### config.mk
export PLATFORM = sky130hd
export DESIGN_NAME = id_ex_stage_flat
export DESIGN_NICKNAME = d
export VERILOG_FILES = /design/src/rtl/id_ex_stage_if.sv /design/src/rtl/id_ex_stage.sv /design/src/flat_wrapper.sv
export SDC_FILE = /design/constraint.sdc
export NUM_CORES = 1
export LEC_CHECK = 0
export ABC_AREA = 1
export CORE_ASPECT_RATIO = 1.1
export CORE_MARGIN = 8
export CORE_UTILIZATION = 54
export CTS_CLUSTER_SIZE = 40
export DETAILED_ROUTE_END_ITERATION = 7
export DONT_BUFFER_PORTS = 1
export GPL_TIMING_DRIVEN = 0
export PLACE_DENSITY = 0.69
export SLEW_MARGIN = 40
export SYNTH_ARGS = -nofsm -noshare
export SYNTH_HDL_FRONTEND = slang
export SYNTH_SLANG_ARGS = --single-unit
### constraint.sdc
create_clock -name clk -period 5.12 [get_ports clk]
set_clock_uncertainty 0.1 [all_clocks]
set_input_delay 1.536 -clock clk [delete_from_list [all_inputs] [get_ports clk]]
set_output_delay 1.536 -clock clk [all_outputs]
set_load 0.005 [all_outputs]
### src/rtl/id_ex_stage_if.sv
// id_ex_stage_if -- signal bundle between the decode stage, the ID/EX
// pipeline register, the ALU and the two writeback buses.
//
//   master : the surrounding pipeline (drives decode fields, stall/flush
//            and the EX/MEM and MEM/WB writeback buses; receives the
//            EX-side outputs)
//   slave  : the ID/EX stage itself
//
// Decode side : id_valid, id_alu_opcode, id_rs/rt_addr, id_rs/rt_used,
//               id_rs/rt_data, id_imm, id_shamt, id_x_sel, id_y_sel,
//               id_reg_we, id_waddr, id_mem_read, id_ready
// Control     : ex_stall, flush
// Writeback   : mem_reg_we/waddr/wdata, wb_reg_we/waddr/wdata
// EX side     : ex_valid, alu_opcode, alu_op_x, alu_op_y, ex_store_data,
//               ex_reg_we, ex_waddr, ex_mem_read
interface id_ex_stage_if;
    logic        id_valid;
    logic [3:0]  id_alu_opcode;
    logic [4:0]  id_rs_addr;
    logic [4:0]  id_rt_addr;
    logic        id_rs_used;
    logic        id_rt_used;
    logic [31:0] id_rs_data;
    logic [31:0] id_rt_data;
    logic [31:0] id_imm;
    logic [4:0]  id_shamt;
    logic        id_x_sel;
    logic        id_y_sel;
    logic        id_reg_we;
    logic [4:0]  id_waddr;
    logic        id_mem_read;
    logic        ex_stall;
    logic        flush;
    logic        mem_reg_we;
    logic [4:0]  mem_waddr;
    logic [31:0] mem_wdata;
    logic        wb_reg_we;
    logic [4:0]  wb_waddr;
    logic [31:0] wb_wdata;
    logic        id_ready;
    logic        ex_valid;
    logic [3:0]  alu_opcode;
    logic [31:0] alu_op_x;
    logic [31:0] alu_op_y;
    logic [31:0] ex_store_data;
    logic        ex_reg_we;
    logic [4:0]  ex_waddr;
    logic        ex_mem_read;

    modport master (
        output id_valid, id_alu_opcode, id_rs_addr, id_rt_addr, id_rs_used,
               id_rt_used, id_rs_data, id_rt_data, id_imm, id_shamt,
               id_x_sel, id_y_sel, id_reg_we, id_waddr, id_mem_read,
               ex_stall, flush, mem_reg_we, mem_waddr, mem_wdata,
               wb_reg_we, wb_waddr, wb_wdata,
        input  id_ready, ex_valid, alu_opcode, alu_op_x, alu_op_y,
               ex_store_data, ex_reg_we, ex_waddr, ex_mem_read
    );

    modport slave (
        input  id_valid, id_alu_opcode, id_rs_addr, id_rt_addr, id_rs_used,
               id_rt_used, id_rs_data, id_rt_data, id_imm, id_shamt,
               id_x_sel, id_y_sel, id_reg_we, id_waddr, id_mem_read,
               ex_stall, flush, mem_reg_we, mem_waddr, mem_wdata,
               wb_reg_we, wb_waddr, wb_wdata,
        output id_ready, ex_valid, alu_opcode, alu_op_x, alu_op_y,
               ex_store_data, ex_reg_we, ex_waddr, ex_mem_read
    );
endinterface

### src/rtl/id_ex_stage.sv
// id_ex_stage -- ID/EX pipeline register with load-use hazard detection,
// stall/flush control and operand forwarding from the EX/MEM and MEM/WB
// writeback buses.
//
// Ports:
//   clk   : rising-edge clock
//   rst_n : asynchronous active-low reset, clears every stage field
//   bus   : id_ex_stage_if.slave (decode inputs, stall/flush, writeback
//           buses in; id_ready and EX-side operands/control out)
module id_ex_stage (
    input  logic           clk,
    input  logic           rst_n,
    id_ex_stage_if.slave   bus
);

    typedef struct packed {
        logic [3:0]  opcode;
        logic [4:0]  rs_addr;
        logic [4:0]  rt_addr;
        logic [31:0] rs_data;
        logic [31:0] rt_data;
        logic [31:0] imm;
        logic [4:0]  shamt;
        logic        x_sel;
        logic        y_sel;
        logic        reg_we;
        logic [4:0]  waddr;
        logic        mem_read;
        logic        valid;
    } stage_t;

    stage_t stage_q;
    stage_t stage_d;

    logic        hazard;
    logic [31:0] fwd_rs;
    logic [31:0] fwd_rt;

    // A load in EX cannot supply its data until it reaches MEM, so a
    // dependent decode instruction must wait one cycle.
    assign hazard = stage_q.valid && stage_q.mem_read && (stage_q.waddr != 5'd0) &&
                    ((bus.id_rs_used && (bus.id_rs_addr == stage_q.waddr)) ||
                     (bus.id_rt_used && (bus.id_rt_addr == stage_q.waddr)));

    // A flush discards whatever the hazard was protecting, so it overrides it.
    assign bus.id_ready = !bus.ex_stall && (bus.flush || !hazard);

    always_comb begin
        // NOTE: start from the held value so every path assigns stage_d and
        // no latch is inferred.
        stage_d = stage_q;
        if (bus.flush) begin
            stage_d.valid = 1'b0;
        end else if (bus.ex_stall) begin
            // Retiring writes would otherwise be gone before the stall ends.
            if (bus.wb_reg_we && (bus.wb_waddr != 5'd0) && (bus.wb_waddr == stage_q.rs_addr))
                stage_d.rs_data = bus.wb_wdata;
            if (bus.wb_reg_we && (bus.wb_waddr != 5'd0) && (bus.wb_waddr == stage_q.rt_addr))
                stage_d.rt_data = bus.wb_wdata;
        end else if (hazard) begin
            stage_d.valid = 1'b0;
        end else begin
            stage_d.opcode   = bus.id_alu_opcode;
            stage_d.rs_addr  = bus.id_rs_addr;
            stage_d.rt_addr  = bus.id_rt_addr;
            stage_d.rs_data  = bus.id_rs_data;
            stage_d.rt_data  = bus.id_rt_data;
            stage_d.imm      = bus.id_imm;
            stage_d.shamt    = bus.id_shamt;
            stage_d.x_sel    = bus.id_x_sel;
            stage_d.y_sel    = bus.id_y_sel;
            stage_d.reg_we   = bus.id_reg_we;
            stage_d.waddr    = bus.id_waddr;
            stage_d.mem_read = bus.id_mem_read;
            stage_d.valid    = bus.id_valid;
        end
    end

    // NOTE: sequential state uses non-blocking assignments so every
    // register samples its pre-edge inputs.
    always_ff @(posedge clk or negedge rst_n) begin
        if (!rst_n) stage_q <= '0;
        else        stage_q <= stage_d;
    end

    // The newer producer (EX/MEM) wins over MEM/WB; r0 is hard-wired zero
    // and is never forwarded.
    always_comb begin
        fwd_rs = stage_q.rs_data;
        if (bus.mem_reg_we && (bus.mem_waddr != 5'd0) && (bus.mem_waddr == stage_q.rs_addr))
            fwd_rs = bus.mem_wdata;
        else if (bus.wb_reg_we && (bus.wb_waddr != 5'd0) && (bus.wb_waddr == stage_q.rs_addr))
            fwd_rs = bus.wb_wdata;
    end

    always_comb begin
        fwd_rt = stage_q.rt_data;
        if (bus.mem_reg_we && (bus.mem_waddr != 5'd0) && (bus.mem_waddr == stage_q.rt_addr))
            fwd_rt = bus.mem_wdata;
        else if (bus.wb_reg_we && (bus.wb_waddr != 5'd0) && (bus.wb_waddr == stage_q.rt_addr))
            fwd_rt = bus.wb_wdata;
    end

    assign bus.ex_valid      = stage_q.valid;
    assign bus.alu_opcode    = stage_q.opcode;
    assign bus.alu_op_x      = stage_q.x_sel ? {27'd0, stage_q.shamt} : fwd_rs;
    assign bus.alu_op_y      = stage_q.y_sel ? stage_q.imm : fwd_rt;
    assign bus.ex_store_data = fwd_rt;
    assign bus.ex_waddr      = stage_q.waddr;
    assign bus.ex_reg_we     = stage_q.valid && stage_q.reg_we;
    assign bus.ex_mem_read   = stage_q.valid && stage_q.mem_read;

endmodule

### src/flat_wrapper.sv
// flat-port wrapper written by rule: the top's interface ports become plain ports
module id_ex_stage_flat 
  (clk, rst_n, bus_id_valid, bus_id_alu_opcode, bus_id_rs_addr, bus_id_rt_addr, bus_id_rs_used, bus_id_rt_used, bus_id_rs_data, bus_id_rt_data, bus_id_imm, bus_id_shamt, bus_id_x_sel, bus_id_y_sel, bus_id_reg_we, bus_id_waddr, bus_id_mem_read, bus_ex_stall, bus_flush, bus_mem_reg_we, bus_mem_waddr, bus_mem_wdata, bus_wb_reg_we, bus_wb_waddr, bus_wb_wdata, bus_id_ready, bus_ex_valid, bus_alu_opcode, bus_alu_op_x, bus_alu_op_y, bus_ex_store_data, bus_ex_reg_we, bus_ex_waddr, bus_ex_mem_read);
  id_ex_stage_if bus_i ();
  input  logic clk;
  input  logic rst_n;
  input wire logic [$bits(bus_i.id_valid)-1:0] bus_id_valid;
  input wire logic [$bits(bus_i.id_alu_opcode)-1:0] bus_id_alu_opcode;
  input wire logic [$bits(bus_i.id_rs_addr)-1:0] bus_id_rs_addr;
  input wire logic [$bits(bus_i.id_rt_addr)-1:0] bus_id_rt_addr;
  input wire logic [$bits(bus_i.id_rs_used)-1:0] bus_id_rs_used;
  input wire logic [$bits(bus_i.id_rt_used)-1:0] bus_id_rt_used;
  input wire logic [$bits(bus_i.id_rs_data)-1:0] bus_id_rs_data;
  input wire logic [$bits(bus_i.id_rt_data)-1:0] bus_id_rt_data;
  input wire logic [$bits(bus_i.id_imm)-1:0] bus_id_imm;
  input wire logic [$bits(bus_i.id_shamt)-1:0] bus_id_shamt;
  input wire logic [$bits(bus_i.id_x_sel)-1:0] bus_id_x_sel;
  input wire logic [$bits(bus_i.id_y_sel)-1:0] bus_id_y_sel;
  input wire logic [$bits(bus_i.id_reg_we)-1:0] bus_id_reg_we;
  input wire logic [$bits(bus_i.id_waddr)-1:0] bus_id_waddr;
  input wire logic [$bits(bus_i.id_mem_read)-1:0] bus_id_mem_read;
  input wire logic [$bits(bus_i.ex_stall)-1:0] bus_ex_stall;
  input wire logic [$bits(bus_i.flush)-1:0] bus_flush;
  input wire logic [$bits(bus_i.mem_reg_we)-1:0] bus_mem_reg_we;
  input wire logic [$bits(bus_i.mem_waddr)-1:0] bus_mem_waddr;
  input wire logic [$bits(bus_i.mem_wdata)-1:0] bus_mem_wdata;
  input wire logic [$bits(bus_i.wb_reg_we)-1:0] bus_wb_reg_we;
  input wire logic [$bits(bus_i.wb_waddr)-1:0] bus_wb_waddr;
  input wire logic [$bits(bus_i.wb_wdata)-1:0] bus_wb_wdata;
  output wire logic [$bits(bus_i.id_ready)-1:0] bus_id_ready;
  output wire logic [$bits(bus_i.ex_valid)-1:0] bus_ex_valid;
  output wire logic [$bits(bus_i.alu_opcode)-1:0] bus_alu_opcode;
  output wire logic [$bits(bus_i.alu_op_x)-1:0] bus_alu_op_x;
  output wire logic [$bits(bus_i.alu_op_y)-1:0] bus_alu_op_y;
  output wire logic [$bits(bus_i.ex_store_data)-1:0] bus_ex_store_data;
  output wire logic [$bits(bus_i.ex_reg_we)-1:0] bus_ex_reg_we;
  output wire logic [$bits(bus_i.ex_waddr)-1:0] bus_ex_waddr;
  output wire logic [$bits(bus_i.ex_mem_read)-1:0] bus_ex_mem_read;
  assign bus_i.id_valid = bus_id_valid;
  assign bus_i.id_alu_opcode = bus_id_alu_opcode;
  assign bus_i.id_rs_addr = bus_id_rs_addr;
  assign bus_i.id_rt_addr = bus_id_rt_addr;
  assign bus_i.id_rs_used = bus_id_rs_used;
  assign bus_i.id_rt_used = bus_id_rt_used;
  assign bus_i.id_rs_data = bus_id_rs_data;
  assign bus_i.id_rt_data = bus_id_rt_data;
  assign bus_i.id_imm = bus_id_imm;
  assign bus_i.id_shamt = bus_id_shamt;
  assign bus_i.id_x_sel = bus_id_x_sel;
  assign bus_i.id_y_sel = bus_id_y_sel;
  assign bus_i.id_reg_we = bus_id_reg_we;
  assign bus_i.id_waddr = bus_id_waddr;
  assign bus_i.id_mem_read = bus_id_mem_read;
  assign bus_i.ex_stall = bus_ex_stall;
  assign bus_i.flush = bus_flush;
  assign bus_i.mem_reg_we = bus_mem_reg_we;
  assign bus_i.mem_waddr = bus_mem_waddr;
  assign bus_i.mem_wdata = bus_mem_wdata;
  assign bus_i.wb_reg_we = bus_wb_reg_we;
  assign bus_i.wb_waddr = bus_wb_waddr;
  assign bus_i.wb_wdata = bus_wb_wdata;
  assign bus_id_ready = bus_i.id_ready;
  assign bus_ex_valid = bus_i.ex_valid;
  assign bus_alu_opcode = bus_i.alu_opcode;
  assign bus_alu_op_x = bus_i.alu_op_x;
  assign bus_alu_op_y = bus_i.alu_op_y;
  assign bus_ex_store_data = bus_i.ex_store_data;
  assign bus_ex_reg_we = bus_i.ex_reg_we;
  assign bus_ex_waddr = bus_i.ex_waddr;
  assign bus_ex_mem_read = bus_i.ex_mem_read;
  id_ex_stage u_core (.clk(clk), .rst_n(rst_n), .bus(bus_i));
endmodule
==> reports/metrics.yaml <==
drt:
  drt_iter0_markers: 872
  drc: 0
  wl_per_cell_um: 19.7
  wl_um: 37200
  viasPerCell: 5.54
  firstDrtPassIters: 6
  vias: 10490
  postRouteAntennaNets: 0
synth:
  ys_types: 26
  syn-cell-area_um2: 9750
  ys_seq_area_share_pct: 32.1
  yosysWarnings: 0
  yosysTopAreaCellShare_pct: 32.1
  synth_top_area_cell: "dfrtp_1"
  ys_seq_elements: 125
  postSynthCellCount: 1622
  ys_top_cells_by_area: "dfrtp_1, nand2_1, nand3_1, inv_1, o21ai_0"
  synth.net_count: 1829
  avgSynthCellArea_um2: 6.01
grt:
  first_global_vias: 10240
  grt_util_all_layers_pct: 32.4
  grt_max_degree: 126
  grt-ovfl-total: 0
  grt_antenna_before_repair: 0
  grt_pass1_wl_um: 55100
setup_path:
  crit_arrival_ps: 3360
  cpLargestDelayFamily: "simple AND/OR/NAND/NOR gates"
  worstSetupPathType: "in -> out"
  r2r.worst_path.cells: 9
  cp_slowest_cell: "nor2_1"
  required_ps: 3480
  critPathBufInv: 1
  end_kind: "output port"
  crit_fanout: 10
  cp_cell_sequence: "xor2_1 > nor2_1 > nand2_1 > clkbuf_1 > a21boi_1"
  rr_startpoint: "u_core.stage_q[115]"
  rrSetupSlack_ps: 2910
  r2r-end: "u_core.stage_q[58]"
  worst_setup_path_start_kind: "input port"
  critPathMaxStageDelay_ps: 540
cells_and_area:
  areaGrowthSynthToFinish_pct: 9.36
  final_common_cell: "nand2_1"
  finish.utilization_pct: 60.3
  layout_common_cells: "nand2_1, nand3_1, inv_1, dfrtp_1, o21ai_0"
  nets: 1848
  drive_above_1_share_pct: 6.35
  fillCellCount: 1865
  stdcell_count: 1892
  antenna_cells: 0
  design_area_um2: 10700
placed_design:
  dpl-instance-area_um2: 10000
  dp.cells: 1860
  place_ws_ps: 220
  io_buffers: 0
  dp_hpwl_um: 29400
  gp_congestion: 0.968
timing:
  hold_viol: 0
  maxSlewHeadroom_pct: 42.5
  worst_pin_slew_ps: 862
  setup_viol: 0
  report.final.slew_viol_count: 0
  fmax_mhz: 200
  rsz0062_at_grt: "no"
  period_share_pct: 97.6
  fin_tns_setup_ps: 0
  final.setup.worst_slack_ps: 124
  whs_ps: 380
  post-route-min-period_ps: 5000
power_and_ir_drop:
  switchingPower_mw: 1.21
  power.total_mw: 3.37
  ir_worst_vdd_v: 0.000228
  p_seq_share_pct: 35.5
  p_per_area_nw_per_um2: 316
  internal-power_mw: 2.16
  p_comb_share_pct: 26.2
  power_leakage_nw: 6.44
  power_frac_clock_pct: 38.3
  power.share.switching_pct: 35.8
clocking:
  clock_latency_ps: 440
  clk_pin_slew_worst_paths_ps: 60
  htreeDepth: 4
  cts.sinks: 125
  post_cts_buffers: 0
  cts_buffer_depth: 2
  cts_buffers: 17
  clock-root-buffer: "clkbuf_16"
  cts_tree: "yes"
  post_cts_resized: 0
  holdBufCountCts: 0
hold_path:
  min-delay-path-class: "reg -> reg"
  min_path_cells: 2
  min_from: "u_core.stage_q[82]"
  hold_end: "u_core.stage_q[82]"
die:
  die-area_um2: 22600
  std_cell_rows: 51
  die_x_um: 144
  ios: 316
  start_util_pct: 55.1
  die_y_um: 157
  core_area_um2: 17700
run:
  max_cap_violations: 0
status:
  status: "completed"
## cells in the mapped netlist (all sizes together)
library cell / n
inv: 263
xnor2: 6
a21boi: 32
a31oi: 1
clkbuf: 34
buf: 78
nor2: 18
dfrtp: 125
nor3: 2
nand2: 637
xor2: 11
nand3: 265
nand4: 33
o21ai: 116
clkinv: 1
## layout make-up
type                       count  area [um^2]  area share [%]
clock buffer                  18          429            4.03
buffer                       112          587            5.50
tap                          238          298            2.79
inverter                     264          996            9.34
multi-input combinational   1121         5040            47.3
sequential                   125         3130            29.3
clock inverter                14          185            1.74
## layer usage
layer  GRT usage [%]  up-vias  routed length, um
met4            17.4        0               1900
li1                -     5051                  -
met2            55.3      467              18000
met3            9.12      115               3760
met5               0        -                  0
met1            35.9     4857              13600
## worst max path at each step
| stage | from | to | slack, ps | cells past startpoint |
|---|---|---|---|---|
| 6_report | bus_mem_waddr[3] | bus_ex_store_data[21] | 120 | 5 |
| 3_3_place_gp | bus_mem_waddr[3] | bus_alu_op_y[17] | 210 | 7 |
| 4_1_cts | bus_mem_waddr[3] | bus_ex_store_data[23] | 190 | 5 |
| 5_1_grt | bus_mem_waddr[3] | bus_ex_store_data[23] | 80 | 5 |
| 3_5_place_dp | bus_mem_waddr[3] | bus_ex_store_data[23] | 220 | 5 |
| 2_1_floorplan | bus_wb_waddr[3] | bus_alu_op_x[13] | 900 | 12 |
## sequential cells by signal, summed over array words and instances (netlist names)
name / cells
u_core.bus.alu_opcode: 4
u_core.bus.ex_valid: 1
u_core.stage_q: 115
u_core.bus.ex_waddr: 5
## power by group through the flow
| stage | logic, mW | registers, mW | clock network (mW) |
|---|---|---|---|
| 2_1_floorplan | 0.645 | 1.19 | 0 |
| 3_3_place_gp | 0.856 | 1.21 | 0 |
| 3_5_place_dp | 0.873 | 1.21 | 0 |
| 4_1_cts | 0.877 | 1.19 | 1.30 |
| 5_1_grt | 0.994 | 1.21 | 1.34 |
| 6_report | 0.882 | 1.20 | 1.29 |
## worst min-delay path, stage by stage (launching register included)
cell and delay, ps:
dfrtp_1 340, nand2_1 50, nand2_1 60
## kinds of logic after synthesis
family | synth area share, %
buffers and inverters | 16.2
AOI/OAI and AO/OA | 8.48
DFF | 32.1
and+or+nand+nor | 41.7
xor gates and xnor gates | 1.53
Power figures use the tool's default switching activity.
